<file path="config.mk">
export PLATFORM = sky130hd
export DESIGN_NAME = aes_vector_player
export DESIGN_NICKNAME = d
export VERILOG_FILES = /design/src/rtl/aes_vector_player.sv
export SDC_FILE = /design/constraint.sdc
export NUM_CORES = 2
export LEC_CHECK = 0
export ABC_AREA = 1
export CORE_MARGIN = 3
export CORE_UTILIZATION = 35
export DETAILED_ROUTE_END_ITERATION = 16
export PLACE_DENSITY = 0.51
export SKIP_CTS_REPAIR_TIMING = 1
export SLEW_MARGIN = 10
export SYNTH_ARGS = -nofsm -noshare
export SYNTH_HDL_FRONTEND = slang
export SYNTH_SLANG_ARGS = --single-unit
export TNS_END_PERCENT = 20
</file>
<file path="constraint.sdc">
create_clock -name AES_clk -period 33.4 [get_ports AES_clk]
set_input_delay 3.34 -clock AES_clk [delete_from_list [all_inputs] [get_ports AES_clk]]
set_output_delay 3.34 -clock AES_clk [all_outputs]
set_load 0.02 [all_outputs]
</file>
<file path="src/rtl/aes_vector_player.sv">
// aes_vector_player: replays a plaintext/key/expect table into an AES core and scores the results
module aes_vector_player #(
  parameter int DATA_W  = 128,
  parameter int KEY_W   = 128,
  parameter int DEPTH   = 8,
  parameter int GAP_W   = 8,
  parameter int TIMEOUT = 64,
  localparam int IW = $clog2(DEPTH),
  localparam int CW = $clog2(DEPTH + 1)
) (
  input  logic              AES_clk,
  input  logic              AES_rst_n,
  input  logic              wr_en,
  input  logic [IW-1:0]     wr_addr,
  input  logic [DATA_W-1:0] wr_data,
  input  logic [KEY_W-1:0]  wr_key,
  input  logic [DATA_W-1:0] wr_expect,
  input  logic              start,
  input  logic              abort,
  input  logic [CW-1:0]     num_vec,
  input  logic [GAP_W-1:0]  gap,
  output logic              AES_en,
  output logic [DATA_W-1:0] AES_data_in,
  output logic [KEY_W-1:0]  AES_key_in,
  input  logic [DATA_W-1:0] AES_data_out,
  input  logic              AES_data_out_valid,
  output logic              busy,
  output logic              done,
  output logic [CW-1:0]     pass_cnt,
  output logic [CW-1:0]     fail_cnt,
  output logic              timeout_err,
  output logic [IW-1:0]     first_fail_idx
);
  localparam int TW = $clog2(TIMEOUT + 1);
  typedef enum logic [2:0] {IDLE, ISSUE, WAIT, GAP, FIN} state_t;
  state_t state;
  logic [DATA_W-1:0] tbl_d [DEPTH];
  logic [KEY_W-1:0]  tbl_k [DEPTH];
  logic [DATA_W-1:0] tbl_e [DEPTH];
  logic [CW-1:0]     n, n_in;
  logic [GAP_W-1:0]  gap_r, gcnt;
  logic [IW-1:0]     idx, nxt;
  logic [TW-1:0]     timer;
  logic              last, hit, match, tmo, fail;
  assign n_in  = (num_vec > CW'(DEPTH)) ? CW'(DEPTH) : num_vec;
  assign nxt   = idx + 1'b1;
  assign last  = (CW'(idx) + CW'(1)) == n;
  assign hit   = AES_data_out_valid;
  assign match = AES_data_out == tbl_e[idx];
  assign tmo   = !hit && (timer == TW'(TIMEOUT - 1));
  assign fail  = (hit && !match) || tmo;
  // Vector table: writable only while idle, deliberately left unreset
  always_ff @(posedge AES_clk) begin
    if (wr_en && state == IDLE) begin
      tbl_d[wr_addr] <= wr_data;
      tbl_k[wr_addr] <= wr_key;
      tbl_e[wr_addr] <= wr_expect;
    end
  end
  // Run sequencer: issue each vector, wait for result or timeout, score it, then idle for the gap
  always_ff @(posedge AES_clk or negedge AES_rst_n) begin
    if (!AES_rst_n) begin
      state          <= IDLE;
      AES_en         <= 1'b0;
      AES_data_in    <= '0;
      AES_key_in     <= '0;
      busy           <= 1'b0;
      done           <= 1'b0;
      pass_cnt       <= '0;
      fail_cnt       <= '0;
      timeout_err    <= 1'b0;
      first_fail_idx <= '0;
      n              <= '0;
      gap_r          <= '0;
      gcnt           <= '0;
      idx            <= '0;
      timer          <= '0;
    end else begin
      done <= 1'b0;
      if (state != IDLE && abort) begin
        state  <= IDLE;
        AES_en <= 1'b0;
        busy   <= 1'b0;
      end else begin
        case (state)
          IDLE: if (start) begin
            pass_cnt       <= '0;
            fail_cnt       <= '0;
            timeout_err    <= 1'b0;
            first_fail_idx <= '0;
            n              <= n_in;
            gap_r          <= gap;
            idx            <= '0;
            busy           <= n_in != '0;
            done           <= n_in == '0;
            state          <= (n_in == '0) ? FIN : ISSUE;
          end
          ISSUE: begin
            AES_data_in <= tbl_d[idx];
            AES_key_in  <= tbl_k[idx];
            AES_en      <= 1'b1;
            timer       <= '0;
            state       <= WAIT;
          end
          WAIT: if (hit || tmo) begin
            pass_cnt    <= pass_cnt + CW'(hit && match);
            fail_cnt    <= fail_cnt + CW'(fail);
            timeout_err <= timeout_err | tmo;
            if (fail && fail_cnt == '0) first_fail_idx <= idx;
            AES_en <= 1'b0;
            gcnt   <= gap_r - 1'b1;
            if (gap_r != '0) state <= GAP;
            else if (last) begin
              state <= FIN;
              done  <= 1'b1;
              busy  <= 1'b0;
            end else begin
              idx   <= nxt;
              state <= ISSUE;
            end
          end else timer <= timer + 1'b1;
          // The final gap cycle doubles as the issue of the next vector so the gap is exact
          GAP: if (gcnt != '0) gcnt <= gcnt - 1'b1;
          else if (last) begin
            state <= FIN;
            done  <= 1'b1;
            busy  <= 1'b0;
          end else begin
            idx         <= nxt;
            AES_data_in <= tbl_d[nxt];
            AES_key_in  <= tbl_k[nxt];
            AES_en      <= 1'b1;
            timer       <= '0;
            state       <= WAIT;
          end
          FIN: state <= IDLE;
          default: state <= IDLE;
        endcase
      end
    end
  end
endmodule

</file>
### Word level (Yosys, flattened, before mapping)

Memory sizes are Yosys's and may differ from the RTL's.
Index checks and enable logic that the tools add are counted.

* memory bits (read-only): 0
* logic and storage cells: 142
* bits in writable memories: 3072
* memories kept: 3
* input bits: 533
* output and inout port bits: 271
* bits in latches: 0
* register bits after elaboration: 304

Memory list
* tbl_d: depth 8, width 128, read ports 2, clocked after memory_dff 0, wr ports 1, RTL line 37 `logic [DATA_W-1:0] tbl_d [DEPTH];`
* tbl_e: depth 8, width 128, read ports 1, clocked after memory_dff 0, wr ports 1, RTL line 39 `logic [DATA_W-1:0] tbl_e [DEPTH];`
* tbl_k: depth 8, width 128, read ports 2, clocked after memory_dff 0, wr ports 1, RTL line 38 `logic [KEY_W-1:0] tbl_k [DEPTH];`

* multipliers: 0
* $add $sub $neg: 7
* shift-type cells: 0
* multiplexer cells: 61
* divide/modulo/power cells: 0
* reduce and logical (&&, ||, !) cells: 34
* magnitude comparators: 1
* bitwise logic cells: 2
* equality and inequality tests: 19

Operator list (count)
* $mux W128: 4
* $pmux W128 S2: 2
* $eq A128 B128 Y1: 1
* $mux W3: 15
* $mux W7: 3
* $pmux W7 S3: 1
* $mux W1: 20
* $mux W4: 4
* $mux W8: 2
* $ne A2 B2 Y1 const B: 8
* $pmux W4 S2: 2
* $pmux W8 S2: 1
* $reduce_and A4 Y1: 4
* $reduce_bool A8 Y1: 2
* $sub A8 B1 Y8 const B: 2
* $reduce_and A5 Y1: 3
* $ne A3 B3 Y1 const B: 4
* $pmux W3 S4: 1
* $reduce_bool A4 Y1: 3
* $pmux W1 S3: 3
* $pmux W3 S3: 1
* $reduce_bool A3 Y1: 3
* $add A4 B1 Y4: 2
* $logic_not A4 Y1: 2
* other kinds (20): 31

### Longest topological paths before layout

An unclocked memory read counts as a cell.

* depth in word-level cells: 9
* mapped depth: 24

### Worst setup path before layout

OpenSTA, ideal clock, no wires.

* kind: in2reg
* start point: in wr_addr[2]
* end point: mem tbl_d[0][0] (enable)
* buffers on the path: 0
* cell stages on the path: 1
* data arrival time: 29.652 ns
* library setup time: 1.607 ns
* slack: 2.142 ns
* cells stage by stage: nor3_1

RTL lines
* start, declared: RTL line 14 `input logic [IW-1:0] wr_addr,`
* end, declared: RTL line 37

No word-level cell before the write port.

### Worst setup path after layout

* start point: reg idx[0]
* end point: reg AES_data_in[26]

* cells in the longest elaborated chain, start to end: 5
* elaborated cells on any way between the ends: 9
* classes of those cells: add/sub (2); eq/ne (2); mux (3); reduce/logical (1); memory (1)

Ends and longest elaborated chain
* start, declared: RTL line 42 `logic [IW-1:0] idx, nxt;`
* start signal, assigned: RTL line 118 `idx <= nxt;`
* start signal, assigned: RTL line 129 `idx <= nxt;`
* $add A3 B1 Y3: RTL line 46 `assign nxt = idx + 1'b1;`
* $mem_v2 Z8 W128
* $mux W128: RTL line 124 `else if (last) begin`
* $mux W128: RTL line 123 `GAP: if (gcnt != '0) gcnt <= gcnt - 1'b1;`
* $pmux W128 S2: RTL line 85 `case (state)`
* end signal, assigned: RTL line 99 `AES_data_in <= tbl_d[idx];`
* end signal, assigned: RTL line 130 `AES_data_in <= tbl_d[nxt];`
* end, declared: RTL line 23 `output logic [DATA_W-1:0] AES_data_in,`

Parallel ways exist; a longest one is shown, timed or not. The select of a mux whose other input is x is not followed.
A chain may end at the register's enable or synchronous reset.

==> metrics.md <==
| Metric | Value |
|---|---|
| Status | `complete, no violations` |
| Crit path DAT | `approximately 8.7 ns` |
| Number of placed cells counting well taps | `20610` |
| Max-Cap Viols | `0` |
| Core area | `435700 um^2` |
| Worst EP required | `between 30 and 40 ns` |
| Main synth FF type | `edfxtp_1` |
| Syn_nets | `15530` |
| First-pass detailed-route iteration total | `9` |
| Critical path's top delay family | `buffers and inverters` |
| Total GRT Usage | `0.2234` |
| Finish-stage setup viols | `0` |
| Dpl ws | `24.97 ns` |
| Port buffer count | `around 800` |
| Longest Clk Path Bufs | `4` |
| Clock slew at reported path FFs | `0.06 ns` |
| Gpl congestion | `0.9391` |
| Post-synth EDFFs | `3072` |
| Initial Utilization | `0.3526` |
| CP most frequent cell | `buf_4` |
| Largest family of logic cells by synthesized area | `compound AO/OA/AOI/OAI gates` |
| Num rows | `242` |
| Crit-path max FO | `~110` |
| Clock power frac | `0.290` |
| CTS tree | `done` |
| Most frequent cells in the layout | `edfxtp_1 (3072), o21ai_0 (2475), nand2_1 (2286), nor2_1 (1752), a21oi_1 (1107)` |
| Via count | `115300` |
| Slew headroom | `0.01841` |
| ANT nets after route | `0` |
| Slew Viols, Final | `0` |
| Initial antenna violation count | `142` |
| Power Dens Cells | `about 81 nW/um^2` |
| Root buf cell | `clkbuf_16` |
| Synth Warn # | `0` |
| Routed WL | `516.3 mm` |
| Setup crit end kind | `flop` |
| Layout fillers | `~41000` |
| Syn_area_per_cell | `10.25 um^2` |
| Final HPWL DP | `300.0 mm` |
| Yosys reg bits | `3376` |
| Synth Area in Compound Gates | `0.1720` |
| First-pass GRT wire length | `747.3 mm` |
| Routed len/inst | `24.13 um` |
| VDD IR max | `around 0.000082 V` |
| RSZ-0062 raised after global routing | `no` |
| Utilization after layout | `0.4101` |
| CP cell instances | `inv_8, buf_4, buf_4, buf_4, buf_4, buf_4, buf_4, buf_4, a21oi_1, o21ai_0, o21ai_0, o211ai_1, o21ai_1, nand2_1, nand2_1` |
| Clock net sink count | `between 3000 and 4000` |
| Layout Area Growth over Synthesis | `16.31%` |
| GR Overflow Total | `0` |
| Final Hold Viols | `0` |
| Switching part of the total | `0.3846` |
| Share of cells above drive strength 1 | `0.05027` |
| Fraction of synthesized area in multiplexers | `0` |
| Final worst path period share | `0.2347` |
| Measured slew at the worst slew-check pin | `1.472 ns` |
| LEAKAGE | `0.06312 uW` |
| Xor-xnor portion of the synthesized cell area | `0.0005701` |
| Timing-limited maximum frequency | `127.6 MHz` |
| Die W | `668.5 um` |
| Slowest stage delay, CP | `just under 0.9 ns` |
| Skew final | `0.06907 ns` |
| P_sw | `5539 uW` |
| Async SR Flop Fraction | `0.09005` |
| Reg power frac | `0.357` |
| I/O Pins | `804` |
| Critical-path top delay cell | `buf_4` |
| Vias/cell | `5.389` |
| Worst path bufs/invs | `8` |
| Worst Setup Path Type | `flop to flop` |
| # H-tree levels | `5` |
| Largest net degree at the start of global routing | `~280` |
| Hold crit path type | `flop to flop` |
| Vias in the first global route | `108500` |
| Area taken by multi-input logic gates | `around 46000 um^2` |
| Gate power share | `0.353` |
| Fin nets | `15810` |
| DR iter-0 viols | `around 11000` |
| Setup TNS | `0 ns` |
| Chip height | `668.5 um` |
| Post-route insts no fill | `21400` |
| CP Launch Type | `flop` |
| Post-layout min period | `between 7 and 8 ns` |
| Die ar. | `446900 um^2` |
| Adder-Cell Fraction of Synth Area | `0.0005701` |
| Internal | `8861 uW` |
| FF/Latch Area | `99870 um^2` |
| Commonest non-fill, non-tap cell in the layout | `edfxtp_1` |
| Syn Inst Count | `approximately 15000` |
| # DRC | `0` |
| Worst skew pair latency | `0.96 ns` |
| Post-Syn Area | `153600 um^2` |
| CTS buffer count | `390` |
| Post-synth cell types | `44` |
| Seq/Total Area, Yosys | `0.6500` |
| Post-Synth Simple-Gate Area | `0.1250` |
| Final WS setup | `25.56 ns` |
-- cells by family (layout without fill, tap and decap cells) --
kind of cell               Yosys count  count (layout)
and+or+nand+nor                   4802            4802
xor gates and xnor gates            10              10
other                                0              72
adders and majority gates            7               7
buffers and inverters             1993            2594
AOI/OAI and AO/OA                 4806            4806
DFF                               3376            3376
-- synthesized netlist by cell type (68+ instances only) --
master    instances  area [um^2]
o21ai_1         304         1521
dfrtp_1         304         7607
o221ai_1        117         1025
o211ai_1        538         4039
nand2_1        2286         8581
a21oi_1        1107         5540
nor2_1         1759         6603
buf_2           322         1612
edfxtp_1       3072        92250
buf_1            83        311.6
o21ai_0        2475        12390
nand3_1         506         2532
clkbuf_1        687         2579
o22ai_1          68        425.4
o31ai_1         121        908.4
nor3_1          133        665.6
inv_1           869         3262
-- state kept, by name, indices dropped and copies added, names as in the netlist, 7 cells and up --
register     flops
tbl_d         1024
gap_r            8
tbl_e         1024
AES_key_in     128
gcnt             8
tbl_k         1024
timer            7
AES_data_in    128
-- power by group through the flow --
stage                     logic (uW)  registers (uW)  clock network [uW]
final                           5080            5150                4170
after global routing            5630            5170                4440
after CTS                       5100            5150                4270
after detailed placement        5090            5230                   0
after global placement          5060            5230                   0
after floorplan                 3070            5440                   0
-- layout make-up --
type                            count  share of cell area
Tap cell                         5734             0.04015
Multi-Input combinational cell   9625              0.2567
Clock inverter                    199            0.009916
Sequential cell                  3376              0.5589
Antenna cell                       72            0.001008
Clock buffer                      520             0.05986
Timing Repair Buffer              994             0.05465
Inverter                          881             0.01877
-- routing by layer --
metal  routed length (um)  vias up  global-route usage
met5                  387        -                   0
met4                20190       56             0.09464
met3                31820      962             0.03448
met2               246500     3968              0.3674
met1               217400    56410              0.2934
li1                     -    53940                   -
-- worst paths after layout --
check | from | end | slack (ns) | cells after the start
setup reg to reg | idx[0]$_DFFE_PN0P_ | AES_data_in[26]$_DFFE_PN0P_ | 25.56 | 15
hold / removal | timer[6]$_DFFE_PN0P_ | timer[6]$_DFFE_PN0P_ | 0.45 | 1
min in group asynchronous | AES_rst_n | AES_key_in[44]$_DFFE_PN0P_ | 2.37 | 1
hold reg to reg | timer[6]$_DFFE_PN0P_ | timer[6]$_DFFE_PN0P_ | 0.45 | 1
max in group asynchronous | AES_rst_n | AES_key_in[13]$_DFFE_PN0P_ | 29.02 | 3
setup / recovery | idx[0]$_DFFE_PN0P_ | AES_data_in[26]$_DFFE_PN0P_ | 25.56 | 15
-- per-stage QoR --
step                      instance area [um^2]  hold WS (ns)  power (uW)
after global placement                  166000        0.4383       10300
after floorplan                         153600        0.4232        8504
after CTS                               178500        0.4515       14520
after detailed placement                166000        0.4438       10320
final                                   178700        0.4500       14400
after global routing                    178600        0.4804       15240
No activity file was read; power rests on OpenSTA's default activity.
